File: src/rtl/ddr_if_pkg.sv
// rtl/ddr_if_pkg.sv - shared DDR2 app-interface constants and types
package ddr_if_pkg;

  localparam int ADX_W = 27;
  localparam int APP_W = 64;

  localparam logic [2:0] CMD_READ  = 3'b001;
  localparam logic [2:0] CMD_WRITE = 3'b000;

  typedef enum logic {
    BEAT_LO,
    BEAT_HI
  } beat_state_t;

endpackage

File: src/rtl/sync_fifo_fwft.sv
// rtl/sync_fifo_fwft.sv - synchronous first-word-fall-through FIFO with occupancy count
module sync_fifo_fwft #(
  parameter int WIDTH = 8,
  parameter int DEPTH = 16,
  localparam int AW = $clog2(DEPTH),
  localparam int CW = AW + 1
) (
  input  logic             clk,
  input  logic             reset,
  input  logic             push,
  input  logic [WIDTH-1:0] push_data,
  input  logic             pop,
  output logic             full,
  output logic             empty,
  output logic [CW-1:0]    count,
  output logic [WIDTH-1:0] head
);

  logic [WIDTH-1:0] mem_q [DEPTH];
  logic [AW-1:0]    wr_ptr_q, wr_ptr_d;
  logic [AW-1:0]    rd_ptr_q, rd_ptr_d;
  logic [CW-1:0]    count_q, count_d;
  logic             do_push, do_pop;

  assign empty   = (count_q == '0);
  assign full    = (count_q == CW'(DEPTH));
  assign do_pop  = pop & ~empty;
  // A full FIFO still takes a push when the same cycle frees a slot.
  assign do_push = push & (~full | do_pop);
  assign count   = count_q;
  // Empty FIFO presents zero rather than stale storage.
  assign head    = empty ? '0 : mem_q[rd_ptr_q];

  // Next pointer and occupancy from the accepted push/pop pair.
  always_comb begin
    wr_ptr_d = wr_ptr_q;
    rd_ptr_d = rd_ptr_q;
    count_d  = count_q;
    if (do_push) wr_ptr_d = wr_ptr_q + AW'(1);
    if (do_pop)  rd_ptr_d = rd_ptr_q + AW'(1);
    if (do_push && !do_pop)      count_d = count_q + CW'(1);
    else if (!do_push && do_pop) count_d = count_q - CW'(1);
  end

  // Pointer and count registers.
  always_ff @(posedge clk) begin
    if (reset) begin
      wr_ptr_q <= '0;
      rd_ptr_q <= '0;
      count_q  <= '0;
    end else begin
      wr_ptr_q <= wr_ptr_d;
      rd_ptr_q <= rd_ptr_d;
      count_q  <= count_d;
    end
  end

  // Storage write; contents need no reset since head is gated by empty.
  always_ff @(posedge clk) begin
    if (do_push) mem_q[wr_ptr_q] <= push_data;
  end

endmodule

File: src/rtl/app_to_fifo.sv
// rtl/app_to_fifo.sv - DDR2 read-return path: beat pairing, address tagging, credit (optional APP_TO_FIFO_STATS_EN)
module app_to_fifo #(
  parameter int DEPTH = 16,
  parameter int ADX_W = ddr_if_pkg::ADX_W,
  parameter int APP_W = ddr_if_pkg::APP_W,
  localparam int CW = $clog2(DEPTH) + 1
) (
  input  logic               clk,
  input  logic               reset,
  input  logic               cmd_issued,
  input  logic [ADX_W-1:0]   cmd_adx,
  input  logic [APP_W-1:0]   app_rd_data,
  input  logic               app_rd_data_valid,
  input  logic               app_rd_data_end,
  output logic               has_rd_data,
  input  logic               get_rd_data,
  output logic [2*APP_W-1:0] rd_data_out,
  output logic [ADX_W-1:0]   rd_adx_out,
  output logic               rd_credit_ok,
  output logic               err_overflow,
  output logic               err_unexpected,
  output logic               err_end
`ifdef APP_TO_FIFO_STATS_EN
  ,
  output logic [31:0]        stat_words,
  output logic [CW-1:0]      stat_max_out
`endif
);

  import ddr_if_pkg::*;

  localparam int DW = ADX_W + 2 * APP_W;
  localparam int SW = CW + 1;

  beat_state_t      state_q, state_d;
  logic [APP_W-1:0] lo_q, lo_d;
  logic             err_overflow_q, err_overflow_d;
  logic             err_unexpected_q, err_unexpected_d;
  logic             err_end_q, err_end_d;

  logic             tag_pop, tag_full, tag_empty;
  logic [CW-1:0]    tag_count;
  logic [ADX_W-1:0] tag_head;

  logic             data_push, data_pop, data_full, data_empty;
  logic [CW-1:0]    data_count;
  logic [DW-1:0]    data_head;

  logic             tag_ovf, data_ovf;
  logic [SW-1:0]    occupancy;

  sync_fifo_fwft #(.WIDTH(ADX_W), .DEPTH(DEPTH)) u_tag_fifo (
    .clk       (clk),
    .reset     (reset),
    .push      (cmd_issued),
    .push_data (cmd_adx),
    .pop       (tag_pop),
    .full      (tag_full),
    .empty     (tag_empty),
    .count     (tag_count),
    .head      (tag_head)
  );

  // Stored word layout: {address, second beat, first beat}.
  sync_fifo_fwft #(.WIDTH(DW), .DEPTH(DEPTH)) u_data_fifo (
    .clk       (clk),
    .reset     (reset),
    .push      (data_push),
    .push_data ({tag_head, app_rd_data, lo_q}),
    .pop       (data_pop),
    .full      (data_full),
    .empty     (data_empty),
    .count     (data_count),
    .head      (data_head)
  );

  assign data_pop     = get_rd_data & ~data_empty;
  assign tag_ovf      = cmd_issued & tag_full & ~tag_pop;
  assign data_ovf     = data_push & data_full & ~data_pop;

  assign has_rd_data  = ~data_empty;
  assign rd_data_out  = data_head[2*APP_W-1:0];
  assign rd_adx_out   = data_head[DW-1:2*APP_W];

  // A half-assembled word counts against the credit as it will occupy a data slot.
  assign occupancy    = SW'(tag_count) + SW'(data_count) + SW'(state_q == BEAT_HI);
  assign rd_credit_ok = (occupancy < SW'(DEPTH));

  assign err_overflow   = err_overflow_q;
  assign err_unexpected = err_unexpected_q;
  assign err_end        = err_end_q;

  // Beat pairing FSM plus sticky error accumulation.
  always_comb begin
    state_d          = state_q;
    lo_d             = lo_q;
    tag_pop          = 1'b0;
    data_push        = 1'b0;
    err_overflow_d   = err_overflow_q | tag_ovf | data_ovf;
    err_unexpected_d = err_unexpected_q;
    err_end_d        = err_end_q;
    if (app_rd_data_valid) begin
      case (state_q)
        BEAT_LO: begin
          lo_d    = app_rd_data;
          state_d = BEAT_HI;
          if (app_rd_data_end) err_end_d = 1'b1;
          // A tag arriving in the same cycle as the first beat is legal.
          if (tag_empty && !cmd_issued) err_unexpected_d = 1'b1;
        end
        BEAT_HI: begin
          data_push = 1'b1;
          tag_pop   = ~tag_empty;
          state_d   = BEAT_LO;
          if (!app_rd_data_end) err_end_d = 1'b1;
          if (tag_empty) err_unexpected_d = 1'b1;
        end
        default: state_d = BEAT_LO;
      endcase
    end
  end

  // FSM, low-beat holding register and error flags.
  always_ff @(posedge clk) begin
    if (reset) begin
      state_q          <= BEAT_LO;
      lo_q             <= '0;
      err_overflow_q   <= 1'b0;
      err_unexpected_q <= 1'b0;
      err_end_q        <= 1'b0;
    end else begin
      state_q          <= state_d;
      lo_q             <= lo_d;
      err_overflow_q   <= err_overflow_d;
      err_unexpected_q <= err_unexpected_d;
      err_end_q        <= err_end_d;
    end
  end

`ifdef APP_TO_FIFO_STATS_EN
  logic [31:0]   stat_words_q, stat_words_d;
  logic [CW-1:0] stat_max_q, stat_max_d;
  logic [SW-1:0] pair_occ;
  logic [CW-1:0] pair_occ_sat;

  assign pair_occ     = SW'(tag_count) + SW'(data_count);
  assign pair_occ_sat = pair_occ[SW-1] ? '1 : pair_occ[CW-1:0];
  assign stat_words   = stat_words_q;
  assign stat_max_out = stat_max_q;

  // Accepted-word counter and occupancy high-water mark.
  always_comb begin
    stat_words_d = stat_words_q;
    stat_max_d   = stat_max_q;
    if (data_push && !data_ovf) stat_words_d = stat_words_q + 32'd1;
    if (pair_occ_sat > stat_max_q) stat_max_d = pair_occ_sat;
  end

  // Statistics registers.
  always_ff @(posedge clk) begin
    if (reset) begin
      stat_words_q <= '0;
      stat_max_q   <= '0;
    end else begin
      stat_words_q <= stat_words_d;
      stat_max_q   <= stat_max_d;
    end
  end
`endif

endmodule

File: config.mk
export PLATFORM = sky130hd
export DESIGN_NAME = app_to_fifo
export DESIGN_NICKNAME = d
export VERILOG_FILES = /design/src/rtl/ddr_if_pkg.sv /design/src/rtl/sync_fifo_fwft.sv /design/src/rtl/app_to_fifo.sv
export SDC_FILE = /design/constraint.sdc
export NUM_CORES = 2
export LEC_CHECK = 0
export CORE_ASPECT_RATIO = 1.25
export CORE_MARGIN = 3
export CORE_UTILIZATION = 50
export DETAILED_ROUTE_END_ITERATION = 12
export PLACE_DENSITY = 0.71
export SYNTH_ARGS = -nofsm -noshare
export SYNTH_HDL_FRONTEND = slang
export SYNTH_HIERARCHICAL = 1
export SYNTH_SLANG_ARGS = --single-unit
File: constraint.sdc
create_clock -name clk -period 25.5 [get_ports clk]
set_input_delay 5.1 -clock clk [delete_from_list [all_inputs] [get_ports clk]]
set_output_delay 5.1 -clock clk [all_outputs]
set_load 0.03 [all_outputs]
After elaboration in Yosys (flattened, before gate mapping)
Memories as Yosys holds them, arrays and structs flattened. A register that Yosys moved wholly into a read port is not among the register bits.
Cells that the tools add are included.
{ "totals": {"regBits": 94, "latch_bits": 0, "mem_bits_rw": 2912, "mem_bits_ro": 0, "input_bits": 97, "out_inout_bits": 160, "elab_cells": 92, "memories": 2} }
{ "classes": {"add_sub_neg": 10, "n_mul": 0, "div": 0, "order_cmp": 1, "n_eq_ne": 6, "shifts": 0, "mux": 25, "bitwise_logic": 20, "n_reduce_logical": 17} }
{ "mem_list": {"columns": ["memory", "words", "word_bits", "rd", "rd_clocked_by_memory_dff", "wr", "line", "rtl"], "rows": [
  ["u_data_fifo.mem_q", 16, 155, 1, 1, 1, "sync_fifo_fwft.sv:19", "logic [WIDTH-1:0] mem_q [DEPTH];"],
  ["u_tag_fifo.mem_q", 16, 27, 1, 1, 1, "sync_fifo_fwft.sv:19", null]
]} }
{ "ops": {"columns": ["cell", "n"], "rows": [
  ["$mux 155", 1],
  ["$mux 27", 1],
  ["$mux 5", 4],
  ["$add 4x1->4 const B", 4],
  ["$mux 4", 4],
  ["$mux 1", 12],
  ["$add 5x1->5 const B", 2],
  ["$eq 5x5->1 const B", 2],
  ["$logic_not 5->1", 2],
  ["$sub 5x1->5 const B", 2],
  ["$and 1x1->1", 9],
  ["$not 1->1", 7],
  ["$add 5x5->6", 1],
  ["$add 6x1->6", 1],
  ["$lt 6x5->1 const B", 1],
  ["$ne 2x2->1 const B", 3],
  ["$pmux 1 s2", 3],
  ["$reduce_and 3->1", 2],
  ["$logic_and 1x1->1", 5],
  ["$logic_not 1->1", 5],
  ["$or 1x1->1", 4],
  ["$reduce_bool 2->1", 2],
  ["$ne 2x1->1 const B", 1],
  ["$reduce_and 2->1", 1]
]} }

Logic depth before layout (Yosys ltp)
{ "logic_depth": {"depth_word": 11, "mapped_depth": 16} }

Modules after synthesis
The synthesis kept the hierarchy.
{ "by_module_without_submodules": {"columns": ["module", "n_inst", "cells_each", "area_each_um2"], "rows": [
  ["sync_fifo_fwft at u_data_fifo", 1, 3896, 94673.3],
  ["sync_fifo_fwft at u_tag_fifo", 1, 773, 17322.9],
  ["app_to_fifo", 1, 310, 2479.9]
]} }

Worst setup path before layout
No wires, ideal clock.
{ "synth_path": {"path_type": "input-to-reg", "start": "input get_rd_data", "end": "memory u_data_fifo/mem_q[12][0] (netlist name) (enable)", "arrival_ps": 12330, "setup_slack_ps": 12498, "cell_stages": 5, "n_path_buf": 1, "cell_sequence": "nor2b_1 -> nor2b_1 -> a21bo_2 -> clkbuf_1 -> nor2_1"} }
{ "synth_between": {"elab_chain_cells": 6} }
{ "synth_lines": {"columns": ["item", "line", "rtl"], "rows": [
  ["start, declared", "app_to_fifo.sv:16", "input logic get_rd_data,"],
  ["$and 1x1->1", "app_to_fifo.sv:77", "assign data_pop = get_rd_data & ~data_empty;"],
  ["$and 1x1->1", "sync_fifo_fwft.sv:27", "assign do_pop = pop & ~empty;"],
  ["$or 1x1->1", "sync_fifo_fwft.sv:29", "assign do_push = push & (~full | do_pop);"],
  ["$and 1x1->1", "sync_fifo_fwft.sv:29", null],
  ["$mux 1", "sync_fifo_fwft.sv:60", "if (do_push) mem_q[wr_ptr_q] <= push_data;"],
  ["$mux 1 (not written as such)", "sync_fifo_fwft.sv:60", null],
  ["end, declared", "sync_fifo_fwft.sv:19", null]
]} }
No other way between the ends.

==> flow_summary.yaml <==
clocking:
  cts_htree_levels: 5
  cts_inserted_buffers: 292
  cts_buffer_depth: 4
  postCtsSetupRepairBufs: 0
  post_cts_resized: 0
  cts.reportedPaths.clkPinSlew_ns: 0.06
  clkSinkCount: 3014
  clock_latency_ns: 0.85
  cts_tree: "built"
  ctsHoldBuffers: 0
  cts_root_buf: "clkbuf_16"
cells_and_area:
  final_cell_mix: "2,912 x edfxtp_1, 727 x mux4_2, 297 x clkbuf_16"
  drive_above_1_share: 0.2587
  final_common_cell: "edfxtp_1"
  fin_nets: 5482
  multi_input_area_um2: 23750
  fillers: 16059
  regArea_um2: 89510
  area_growth_pct: 13.25
routing:
  num_vias: 53072
  drtPass1Iterations: 8
  routedWlPerCell_um: 30.21
  viasPerCell: 6.206
  drt-total-wl_mm: 258.4
  dr.first_iter.drc_count: 5398
  drtAntennaViolNets: 0
  drc_errors: 0
hold_path:
  hold_path.class: "reg -> reg"
yosys:
  synth_cells: 4979
  yosysWarnings: 6
  ys_seq_elements: 3014
  avgSynthCellArea_um2: 22.99
  syn_area_um2: 114500
  synth_cell_types: 51
  synth_nets: 5101
  seq_area_frac_synth: 0.7817
setup_path:
  path_cells: "buf_4 -> buf_4 -> buf_4 -> buf_4 -> mux4_2 -> nor2b_1 -> a221o_1 -> clkdlybuf4s50_1"
  crit_fanout: 51
  cpMostUsedCell: "buf_4"
  worstPathRequired_ns: 20.40
  path_class: "reg -> out"
  worst_setup_path_end_kind: "primary output"
  cp_slowest_cell: "dfxtp_4"
  cp-start-kind: "register"
  cpPeakStageDelay_ns: 1.00
  crit_arrival_ns: 6.86
global_routing:
  gr-usage-all-layers: 0.2205
  grt_first_pass_wirelength_mm: 378.2
  grt_pass1_vias: 54881
  use_met2: 0.3564
  use_met1: 0.3015
  top_usage_layer: "met2"
  grtUsageMet3: 0.04791
  overflow: 0
  antenna_found_initial: 26
  grt_max_degree: 127
placed_design:
  dpl.hpwl_mm: 133.0
  gp_congestion: 0.7307
  io_buffers: 256
die:
  die_y_um: 541.0
  dieArea_um2: 234800
  core_um2: 226700
  start_util: 0.5051
  core.rowCount: 195
  die_x_um: 434.0
  num_io_pins: 257
power_and_ir_drop:
  power.switching_uw: 2756
  p_int_uw: 8559
  ir_drop_mv: 0.06546
  comb_power_share: 0.131
  pwr-share-seq: 0.502
  powerDensity_nw_per_um2: 87.28
  power.total_uw: 11320
  power.share.clock: 0.367
  leakagePower_uw: 0.03948
  switching_share: 0.2436
status:
  status: "complete, no violations"
sta:
  setup_tns_ns: 0
  grt_setup_unrepaired: "false"
  tightest_slew_ns: 1.218
  max_freq_ghz: 0.08364
  fin_worst_skew_ns: 0.05745
  min_period_over_period: 0.4689
  setup-violations-final: 0
  slew_headroom: 0.1882
  holdWs_ns: 0.4863
  slew_violations: 0
  hold_viol: 0
  finalCriticalPeriod_ns: 11.96
job:
  drv_cap: 0
-- metal layers --
metal  part of all wire  up-vias
li1                   -    21844
met3              0.084      444
met1               0.39    28549
met4              0.033       14
met5            0.00030        -
met2               0.49     2221
-- cells in the mapped netlist (all sizes together) --
library cell,number,area share
nor2b,159,0.0087
and2,10,0.00055
nor4bb,2,0.00017
mux2,156,0.015
a211oi,2,0.00013
nand4,2,0.00011
dfxtp,102,0.018
and3,6,0.00033
nor2,58,0.0022
mux2i,36,0.0031
o22ai,1,0.000055
edfxtp,2912,0.76
fa,2,0.00035
nand3,7,0.00031
a21o,2,0.00013
nor3,32,0.0014
or4,2,0.00013
clkbuf,107,0.0035
buf,172,0.0083
o311ai,1,0.00023
a21oi,77,0.0034
inv,10,0.00033
xnor2,7,0.00054
nand4b,1,0.000077
nor3b,3,0.00030
xor2,10,0.00077
nand2b,6,0.00033
nor4,4,0.00022
o211ai,5,0.00045
ha,23,0.0025
a31oi,5,0.00027
a21bo,1,0.000087
or3,2,0.00011
a2111o,1,0.000098
nand2,137,0.0045
a21boi,1,0.000066
o21ai,4,0.00021
mux4,727,0.14
a221o,181,0.016
nand3b,3,0.00020
-- logic make-up after synthesis --
| group | Yosys count | synth area share |
|---|---|---|
| buf+inv | 289 | 0.01214 |
| fa+ha+maj | 25 | 0.002864 |
| mux | 919 | 0.1615 |
| simple gates | 434 | 0.01955 |
| compound gates | 281 | 0.02092 |
| xor+xnor | 17 | 0.001301 |
| flops | 3014 | 0.7817 |
-- per-stage QoR --
stage                     instances    util  cell area, um^2  setup WS (ns)
after detailed placement       8021  0.5315           120500          14.12
after CTS                      8541  0.5719           129600          13.27
final                          8552  0.5720           129600          13.54
after floorplan                4979       -           114500          12.50
after global routing           8547  0.5719           129600          12.94
after global placement         8021  0.5315           120500          14.21
-- state kept, by name, indices dropped and copies added (netlist names), named ones only --
register,count
err_end,1
u_tag_fifo/wr_ptr_q,4
state_q,1
u_tag_fifo/count,5
err_overflow,1
u_tag_fifo/rd_ptr_q,4
lo_q,64
u_data_fifo/count,5
u_data_fifo/rd_ptr_q,4
u_data_fifo/mem_q,2480
err_unexpected,1
u_data_fifo/wr_ptr_q,4
u_tag_fifo/mem_q,432
-- power groups by stage --
stage / clock [uW] / sequential [uW] / combinational, uW
after floorplan: 0 / 5760 / 932
after detailed placement: 0 / 5790 / 1500
final: 4150 / 5680 / 1480
after global placement: 0 / 5780 / 1470
after global routing: 4420 / 5690 / 1570
after CTS: 4230 / 5690 / 1500
-- layout make-up --
cell class | count | share of cell area
antenna | 11 | 0.0002123
tap | 2955 | 0.02852
clock buffer | 392 | 0.06134
clock inverter | 128 | 0.009178
timing repair buffer | 366 | 0.02689
inverter | 10 | 0.0002895
sequential | 3014 | 0.6904
multi-input combinational | 1676 | 0.1832
-- worst max-delay path, delay by kind of cell (launching register included) --
kind	cells	cell delay, ns
multiplexers	1	0.58
AND/OR/NAND/NOR	1	0.14
AO/OA/AOI/OAI	1	0.36
flip-flops	1	1.00
buffers and inverters	5	3.78
-- worst paths after layout --
kind | start | endpoint | slack, ns | depth (start not counted)
max | register | rd_data_out[63] | 13.54 | 8
min | err_unexpected | err_unexpected | 0.49 | 2
max reg2reg | u_data_fifo/count[0] | u_data_fifo/mem_q[7][39] | 20.26 | 9
min reg2reg | err_unexpected | err_unexpected | 0.49 | 2
(Power assumes the default switching activity.)
